[config.mk]
export PLATFORM = sky130hd
export DESIGN_NAME = sad_best_select
export DESIGN_NICKNAME = d
export VERILOG_FILES = /design/src/rtl/sad_best_select.sv
export SDC_FILE = /design/constraint.sdc
export NUM_CORES = 1
export LEC_CHECK = 0
export ABC_AREA = 1
export CAP_MARGIN = 10
export CORE_UTILIZATION = 48
export CTS_CLUSTER_SIZE = 40
export DETAILED_ROUTE_END_ITERATION = 6
export GPL_ROUTABILITY_DRIVEN = 1
export HOLD_SLACK_MARGIN = 0.1
export PLACE_DENSITY_LB_ADDON = 0.12
export SYNTH_ARGS = -nofsm -noshare
export SYNTH_HDL_FRONTEND = slang
export SYNTH_SLANG_ARGS = --single-unit
[constraint.sdc]
create_clock -name clk -period 3.58 [get_ports clk]
set_clock_uncertainty 0.2 [all_clocks]
set_input_delay 0.716 -clock clk [delete_from_list [all_inputs] [get_ports clk]]
set_output_delay 0.716 -clock clk [all_outputs]
set_load 0.05 [all_outputs]
[src/rtl/sad_best_select.sv]
// Accumulates five candidate SADs over ROWS rows, then scans the totals one per
// cycle and presents the minimum-SAD candidate through a valid/ready handshake.
module sad_best_select #(
    parameter int ROWS  = 6,
    parameter int ACC_W = 15
) (
    input  logic                 clk,
    input  logic                 rst_n,
    input  logic                 in_valid,
    output logic                 in_ready,
    input  logic [59:0]          sad_vector,
    output logic                 out_valid,
    input  logic                 out_ready,
    output logic [2:0]           best_idx,
    output logic [ACC_W-1:0]     best_sad,
    output logic [5*ACC_W-1:0]   sad_acc
);

    typedef enum logic [1:0] {
        S_ACC,
        S_CMP,
        S_OUT
    } state_t;

    localparam logic [ACC_W-1:0] ACC_MAX  = '1;
    localparam logic [7:0]       LAST_ROW = 8'(ROWS - 1);

    state_t           state;
    state_t           state_nxt;
    logic [7:0]       row_cnt;
    logic [2:0]       cmp_idx;
    logic [ACC_W-1:0] acc [5];
    logic [ACC_W-1:0] cmp_acc;
    logic             accept;
    logic             last_row;
    logic             cmp_done;

    // Saturates once the running total passes the accumulator range.
    function automatic logic [ACC_W-1:0] sat_add(input logic [ACC_W-1:0] a,
                                                 input logic [11:0]      b);
        logic [ACC_W:0] s;
        s = {1'b0, a} + {{(ACC_W + 1 - 12){1'b0}}, b};
        return s[ACC_W] ? ACC_MAX : s[ACC_W-1:0];
    endfunction

    assign accept   = in_valid & in_ready;
    assign last_row = (row_cnt == LAST_ROW);
    assign cmp_done = (cmp_idx == 3'd4);

    // NOTE: sequential state uses non-blocking assignments so every register
    // samples the pre-edge values regardless of statement order.
    always_ff @(posedge clk) begin
        if (!rst_n) state <= S_ACC;
        else        state <= state_nxt;
    end

    // NOTE: every always_comb output gets a default first so no path leaves it
    // unassigned, which would otherwise infer a latch.
    always_comb begin
        state_nxt = state;
        case (state)
            S_ACC:   if (accept && last_row) state_nxt = S_CMP;
            S_CMP:   if (cmp_done)           state_nxt = S_OUT;
            S_OUT:   if (out_ready)          state_nxt = S_ACC;
            default:                         state_nxt = S_ACC;
        endcase
    end

    always_comb begin
        in_ready  = (state == S_ACC);
        out_valid = (state == S_OUT);
    end

    always_comb begin
        cmp_acc = acc[0];
        case (cmp_idx)
            3'd1:    cmp_acc = acc[1];
            3'd2:    cmp_acc = acc[2];
            3'd3:    cmp_acc = acc[3];
            3'd4:    cmp_acc = acc[4];
            default: cmp_acc = acc[0];
        endcase
    end

    // NOTE: the accumulator array is reset explicitly; a reset mid-block must
    // discard partial sums, so it cannot be left to power-up contents.
    always_ff @(posedge clk) begin
        if (!rst_n) begin
            row_cnt  <= '0;
            cmp_idx  <= '0;
            best_idx <= '0;
            best_sad <= '0;
            for (int k = 0; k < 5; k++) acc[k] <= '0;
        end else begin
            case (state)
                S_ACC: begin
                    if (accept) begin
                        for (int k = 0; k < 5; k++)
                            acc[k] <= sat_add(acc[k], sad_vector[k*12 +: 12]);
                        if (last_row) begin
                            row_cnt <= '0;
                            cmp_idx <= '0;
                        end else begin
                            row_cnt <= row_cnt + 8'd1;
                        end
                    end
                end
                S_CMP: begin
                    // Strict less-than keeps the lower index on ties.
                    if (cmp_idx == 3'd0) begin
                        best_sad <= acc[0];
                        best_idx <= 3'd0;
                    end else if (cmp_acc < best_sad) begin
                        best_sad <= cmp_acc;
                        best_idx <= cmp_idx;
                    end
                    cmp_idx <= cmp_done ? 3'd0 : cmp_idx + 3'd1;
                end
                S_OUT: begin
                    if (out_ready)
                        for (int k = 0; k < 5; k++) acc[k] <= '0;
                end
                default: ;
            endcase
        end
    end

    always_comb begin
        sad_acc = '0;
        for (int k = 0; k < 5; k++) sad_acc[k*ACC_W +: ACC_W] = acc[k];
    end

endmodule

==> key figures <==
Power and ir drop
  • Switching power total: 0.00168 W
  • Leakage dissipation: 5.07 nW
  • Clock network fraction of total power: 0.236
  • Overall power: 0.00432 W
  • Sequential Power Share: 0.377
  • Switching Fraction: 0.389
  • Worst ir drop on vdd: 0.238 mV
  • Int Pwr: 0.00264 W
  • Pwr dens: 401 mW/mm2
  • Comb power frac: 0.387

Worst hold path
  • Hold Path Stages: 2
  • Worst min-delay path category: flip-flop to flip-flop
  • Hold endpoint: cmp_idx[1]
  • Hold path start: cmp_idx[1]

STA
  • Hold Slack: 308 ps
  • Tcrit/Tclk final: 0.936
  • Final setup fails: 0
  • Slew Limit Headroom: 0.625
  • TNS Setup: 0 ps
  • Pins over their slew limit: 0
  • Tmin final: 3350 ps
  • Max Clock Freq: 0.298 GHz
  • Final hold vios: 0
  • Worst-Margin Slew: 561 ps

Yosys
  • Sequential cell area fraction in the yosys report: 0.342
  • Post-synth top area share: 0.268
  • Share of synthesized flip-flops with an asynchronous set or reset: 0
  • Syn Nets: 1,288
  • Synthesized flop and latch total: 106
  • Syn Area/Cell: 7.37 um2
  • Post-synth EDFFs: 75
  • Yosys top cell by area: edfxtp_1
  • YS warnings: 0
  • Ys flop type: edfxtp_1
  • Largest cells by area after synthesis: edfxtp_1 27%, nand2_1 13%, ha_1 12%, dfxtp_1 7.4%, inv_1 7.2%
  • Distinct cells, synth: 37
  • Cell area after synthesis: 0.00839 mm2
  • Mapped Cells: 1,138

Routing
  • Vias: 8,342
  • Routed Wire Length: 24,200 um
  • Drt drc: 0
  • Pre-antenna DRT Iters: 5
  • DRT iter0 DRCs: 579
  • Post-route ant nets: 0
  • Routed wire length per instance: 15.8 um
  • Mean number of vias per cell: 5.45

Setup path
  • FF-to-FF End: best_sad[1]
  • Crit Path Max Fanout: 30
  • WS Path Type: flip-flop to flip-flop
  • Type of origin of the critical path: flip-flop
  • Cells on worst reg2reg path: 18
  • Crit path DAT: 3410 ps
  • Crit end category: flip-flop
  • CP required: 3640 ps
  • R2R setup slack: 230 ps
  • RR Startpoint: cmp_idx[0]

Global routing
  • Vias in the first global route: 7,569
  • Global-route wire length before repair: 37,000 um
  • Initial antenna violation count: 0
  • Overflow after GRT: 0
  • Gr usage total: 0.264
  • Largest net degree at the start of global routing: 40

Finish
  • Nets: 1,457
  • Area occupied by multi-input gates: 0.00489 mm2
  • Cell area after layout: 0.0108 mm2
  • Layout cells sized above 1: 0.0602
  • Layout fillers: 1,552
  • Inserted Diodes: 0
  • Sequential Area: 0.00288 mm2
  • Area Overhead vs Synth: 28.3%

Run
  • Max-Cap Viols: 0

Placed design
  • Placer Congestion: 0.950
  • # port buffers: 158
  • Placed cell areas: 0.0103 mm2
  • Hpwl dp: 18,800 um

Floorplan
  • Core footprint: 0.0168 mm2
  • Chip Width: 134 um
  • Die Y-Extent: 134 um
  • Starting Density: 0.499
  • Die area: 0.0180 mm2
  • Row cnt: 47
  • I/O Pins: 159

Clock tree
  • H-tree level count: 3
  • CTS clock-pin slew for the worst setup and hold paths: 80 ps
  • CTS tree: done
  • TritonCTS Buffers: 9
  • CTS sink count: 106
  • CTS Root Cell: clkbuf_16
  • Worst skew pair latency: 360 ps
  • Largest buffer count on any clock path: 2

Outcome
  • Outcome: finished clean
[sequential cells by signal (all words and copies together), names as in the netlist]
| name | flops |
|---|---|
| row_cnt | 8 |
| best_idx | 3 |
| cmp_idx | 3 |
| best_sad | 15 |
| state | 2 |
| acc | 75 |
[worst max-delay path, stage by stage (launching register included)]
cell and delay, ps:
dfxtp_2 360, inv_1 80, ha_1 240, nand2_1 130, clkinvlp_4 170, buf_2 210
a221oi_2 370, o21ai_0 190, ha_1 350, nand4_1 120, a31oi_1 170, nor2_1 70
nand2_2 90, nand2_4 70, nand2_2 80, buf_12 180, nand2_1 60, nand2_1 60
nor2_1 40
[power by group through the flow]
stage / Clock (W) / Combinational, W / Sequential, W
finish: 0.00102 / 0.00167 / 0.00163
global route: 0.00107 / 0.00184 / 0.00163
CTS: 0.00103 / 0.00167 / 0.00162
detailed placement: 0 / 0.00166 / 0.00164
global placement: 0 / 0.00165 / 0.00164
floorplan: 0 / 0.000834 / 0.00192
[placed cells by master (no fill, tap or decap), types with 5 or more instances in the layout]
master	count
inv_1	159
inv_2	5
nand4_1	14
o21bai_1	5
nand2_1	285
o21ai_0	60
ha_1	79
nor2_1	86
edfxtp_1	75
a21oi_1	100
fa_1	5
o21ai_1	13
buf_4	18
dfxtp_1	29
xnor2_1	23
or2_2	11
a31oi_1	28
clkdlybuf4s50_1	158
a221oi_2	9
xor2_1	20
clkbuf_16	10
nand3_1	63
[per-stage QoR]
stage          cells   util  setup WS, ps
3_3_place_gp    1508  0.612           181
3_5_place_dp    1508  0.612           140
2_1_floorplan   1138      -           427
5_1_grt         1532  0.640         -13.0
6_report        1532  0.640           230
4_1_cts         1524  0.630           156
[synth_stat cells (2+ instances only)]
master / number
ha_1: 81
xnor2_1: 23
o2111ai_1: 4
o22ai_1: 4
xor2_1: 20
fa_1: 5
a21oi_1: 100
buf_2: 4
buf_6: 2
clkinv_1: 2
nand3_1: 64
nand2_2: 3
inv_2: 5
clkbuf_1: 14
nor4_1: 3
edfxtp_1: 75
a31oi_1: 28
buf_1: 3
nand2_1: 286
inv_1: 161
o21bai_1: 5
or2_2: 11
dfxtp_1: 31
nand3b_1: 3
nor3_1: 4
a21o_1: 2
nor3b_1: 2
nand4_1: 14
o21ai_0: 61
o21ai_1: 12
nor2_1: 87
a221oi_1: 14
[kinds of logic (layout without fill, tap and decap cells)]
group           count (synthesis)  in the layout  synth area share
compound gates                233            233             0.155
xor+xnor                       43             43            0.0449
fa+ha+maj                      86             86             0.133
buf+inv                       191            365            0.0878
flops                         106            106             0.342
simple gates                  479            479             0.237
[worst max-delay path by stage]
stage                               from            to  slack, ps  cells past startpoint
after floorplan               cmp_idx[2]  best_sad[10]        430                     20
after global placement    sad_vector[24]    acc[0][40]        180                     12
after detailed placement  sad_vector[24]    acc[0][40]        140                     12
after CTS                     cmp_idx[1]  best_sad[13]        160                     17
after global routing          cmp_idx[0]   best_sad[9]        -10                     20
final                         cmp_idx[0]   best_sad[1]        230                     18
[layout make-up]
cell class                      count  area share
Multi-Input combinational cell    841       0.455
Sequential cell                   106       0.267
Timing Repair Buffer              180       0.164
Inverter                          168      0.0593
Clock buffer                       12      0.0258
Tap cell                          220      0.0256
Clock inverter                      4     0.00291
Timing Repair inverter              1    0.000697
[timing repair]
| action | in CTS | in global routing |
|---|---|---|
| endpoints found under the hold margin | 0 | 0 |
| resized for setup | 0 | 23 |
| hold buffers | 0 | 0 |
| endpoints found under the setup margin | 0 | 15 |
| setup buffers | 0 | 7 |
[layer usage]
metal  wire length [um]  part of all wire  global-route usage
met3               1610             0.067              0.0465
met4                760             0.031               0.106
met2              11600              0.48               0.458
met1              10300              0.42               0.324
met5                  0                 0                   0
(Power assumes the default switching activity.)
==> variant 1: new RTL, same flow settings <==
Encoding of `state_t`: now one-hot (3 bits for 3 states).
--- a/src/rtl/sad_best_select.sv
+++ b/src/rtl/sad_best_select.sv
@@ -17,8 +17,8 @@
 );
 
-    typedef enum logic [1:0] {
-        S_ACC,
-        S_CMP,
-        S_OUT
+    typedef enum logic [2:0] {
+        S_ACC = 3'b001,
+        S_CMP = 3'b010,
+        S_OUT = 3'b100
     } state_t;
 
Check against the original RTL: same outputs for any inputs over 4 cycles, from zero or initial values and one cycle with rst_n low; so few cycles prove little.
==> variant 1 against the original RTL <==
- total power fell by 1.1%
- critical path depth shrank 1
- design area is 0.43% lower
- via count down 1.5%
- non-clock buffer count decreased by 11
- sequential cell count is 1 higher
- clock power increased by 6%
- worst setup slack got worse by 40 ps
- area after synthesis is 0.58% higher
- wire length grew 2.3%
- die area up 0.57%
- critical path type unchanged
- largest cell class unchanged
==> variant 1: results (changes against the original RTL) <==
[status]
status=finished clean

[route]
wl_um=24700  ; +2.3%
via_per_inst=5.41  ; -0.63%
routedWlPerCell_um=16.3  ; +3.2%

[sta]
worst_pin_slew_ps=908  ; +346 ps
whs_ps=290  ; -18.2 ps

[power]
ir_worst_vdd_v=0.000242  ; +1.6%
intPower_mw=2.64  ; +0.17%
power.share.clock_pct=25.2  ; +1.6 points

[yosys]
synth_fp_nets=1281  ; -0.54%
ys_types=42  ; +14%
yosysSeqAreaShare_pct=34.3  ; +0.039 points
synth_common_cells=nand2_1, inv_1, a21oi_1, ha_1, nor2_1

[global_route]
grt_use_met2_pct=45.5  ; -0.32 points
grt_max_degree=35  ; -13%
groute.usage.overall_pct=28.2  ; +1.8 points
grt_pass1_vias=7658  ; +1.2%
gr-usage-met3_pct=4.47  ; -0.18 points
grt.met1_usage_pct=37.9  ; +5.6 points

[placed_design]
dpl_cell_area_sq_mm=0.0103  ; -0.13%

[worst_hold_path]
hold_path_end=cmp_idx[0]
worstHoldPathCells=1  ; -1

[layout]
drive_gt1_share_pct=4.80  ; -1.2 points

[worst_setup_path]
critical-path-max-stage-delay_ps=470  ; +100 ps
critPathCapture=best_sad[10]
cpLargestDelayFamily=simple AND/OR/NAND/NOR gates
crit_arrival_ps=3450  ; +40 ps

[variant 1: cell count changes in the layout (fill, tap and decap cells not counted), sizes merged, moves of 3 or more]
cell / delta
nor3: +4
inv: -9
buf: -11
nand3: +4
nand2: -7
nor3b: +3
nor2: -5
a21oi: -5
[variant 1: cells by family (layout without fill, tap and decap cells)]
group                    count (synthesis)  in the layout  share of synthesized area [%]
AND/OR/NAND/NOR                        476            476                           23.8
AO/OA/AOI/OAI                          235            235                           15.7
buffers and inverters                  185            347                           8.62
flip-flops                             107            107                           34.3
adder cells (fa/ha/maj)                 86             86                           13.2
XOR/XNOR                                42             42                           4.36
[variant 1: area by class of cell]
type | instances | area [sq um]
Clock buffer | 14 | 308
Clock inverter | 2 | 10.0
Fill cell | 1584 | 6520
Inverter | 161 | 614
Multi-Input combinational cell | 839 | 4910
Sequential cell | 107 | 2900
Tap cell | 225 | 282
Timing Repair Buffer | 169 | 1690
Timing Repair inverter | 1 | 7.51
==> variant 2: new RTL, same flow settings <==
Made on the original files. Set the parameter `ACC_W` to 30 (it was 15).
--- a/src/rtl/sad_best_select.sv
+++ b/src/rtl/sad_best_select.sv
@@ -3,5 +3,5 @@
 module sad_best_select #(
     parameter int ROWS  = 6,
-    parameter int ACC_W = 15
+    parameter int ACC_W = 30
 ) (
     input  logic                 clk,
Ports: changed (resized best_sad and sad_acc); port bits go from 159 to 249. The function was not compared with the original's and may differ.
==> variant 2 against the original RTL <==
- wire length grew 110%
- total power grew 79%
- non-clock buffer count grew 263
- design area grew 88%
- worst setup slack lost 210 ps
- fmax shrank 5.8%
- sequential cell count grew 90
- global-route usage grew 6.0 points
- sequential share of layout area grew 0.13 points
- area after synthesis grew 73%
- highest routed layer unchanged
==> variant 2: results (changes against the original RTL) <==
[status]
status=finished clean

[route]
dr.pass1.iters=6  ; +1
wl_um=51000  ; +110%
wl_met1_um=21800  ; +110%
num_vias=15000  ; +80%
route.met2.wl_um=24500  ; +110%
drt_first_iter_violations=1333  ; +130%

[placed_design]
dp.final_hpwl_um=38700  ; +110%
dpl_cell_area_sq_mm=0.0188  ; +82%
gp_congestion=0.955  ; +0.51%

[yosys]
synth-compound-area-share_pct=16.7  ; +1.2 points
synth_common_cells=nand2_1, inv_1, a21oi_1, nor2_1, edfxtp_1
yosysSeqAreaShare_pct=37.4  ; +3.2 points
synth-adder-area-share_pct=8.97  ; -4.3 points
ys_top_cells_by_area=edfxtp_1, nand2_1, ha_1

[worst_setup_path]
cpMaxStageDelayCell=dfxtp_4
path_max_fanout=7  ; -77%
cpLargestDelayFamily=simple AND/OR/NAND/NOR gates
crit_arrival_ps=3710  ; +300 ps

[power]
pg_comb_mw=2.65  ; +59%
comb_power_share_pct=34.3  ; -4.4 points
p_sw_share_pct=36.5  ; -2.4 points
p_leak_nw=8.89  ; +75%

[global_route]
grt.met1_usage_pct=43.5  ; +11 points
grt_use_met2_pct=53.8  ; +8.0 points
grt_pass1_wl_um=77200  ; +110%
gr-usage-met3_pct=4.87  ; +0.22 points
grt_max_degree=69  ; +73%
grt_pass1_vias=14100  ; +86%

[layout]
drive_gt1_share_pct=16.1  ; +10 points
n_fill_cell=2516  ; +62%
finalNetCount=2475  ; +70%

[sta]
worst_pin_slew_ps=740  ; +179 ps

[clock_tree]
clk-insertion-delay-late_ps=460  ; +100 ps
htree_levels=4  ; +1

[variant 2: changes by cell type after synthesis, moves of 15 or more]
| cell | delta |
|---|---|
| a21oi_1 | +62 |
| a221oi_1 | +15 |
| a31oi_1 | -20 |
| clkbuf_1 | +21 |
| dfxtp_1 | +15 |
| edfxtp_1 | +75 |
| ha_1 | +15 |
| inv_1 | +114 |
| nand2_1 | +130 |
| nand4_1 | +16 |
| nor2_1 | +74 |
| nor3_1 | +41 |
| o21ai_0 | +66 |
| xor2_1 | +38 |
[variant 2: cell type report]
type                       instances  area, sq um  share of cell area (%)
clock buffer                      19          433                    2.14
clock inverter                    13          206                    1.02
timing repair buffer             443         4230                    20.9
inverter                         283         1080                    5.34
multi-input combinational       1369         8370                    41.3
tap                              390          488                    2.41
sequential                       196         5430                    26.8
[variant 2: final timing paths]
path                            cells after the start           to  startpoint
worst max-delay path                               21  best_sad[7]  cmp_idx[1]
worst min-delay path                                2   row_cnt[7]  row_cnt[7]
worst max register to register                     21  best_sad[7]  cmp_idx[1]
worst min register to register                      2   row_cnt[7]  row_cnt[7]
[variant 2: repair_timing]
item | in CTS | in global routing
setup buffers | 7 | 3
cloned | 1 | 5
endpoints found under the setup margin | 33 | 34
pin swaps | 15 | 42
hold buffers | 0 | 0
resized for setup | 68 | 100
[variant 2: kinds of logic (layout without fill, tap and decap cells)]
logic type	after synthesis	in the layout
compound gates	416	416
xor+xnor	93	93
fa+ha+maj	101	101
buf+inv	334	758
flops	196	196
simple gates	758	759
[variant 2: stage by stage]
step	std cells	hold slack, ps
floorplan	1898	250
global placement	2668	272
detailed placement	2668	274
CTS	2708	288
global route	2713	322
finish	2713	285
[variant 2: worst min-delay path, cell delays in order, from the launching register on]
cell	delay [ps]
dfxtp_1	300
inv_1	80
a21oi_1	60
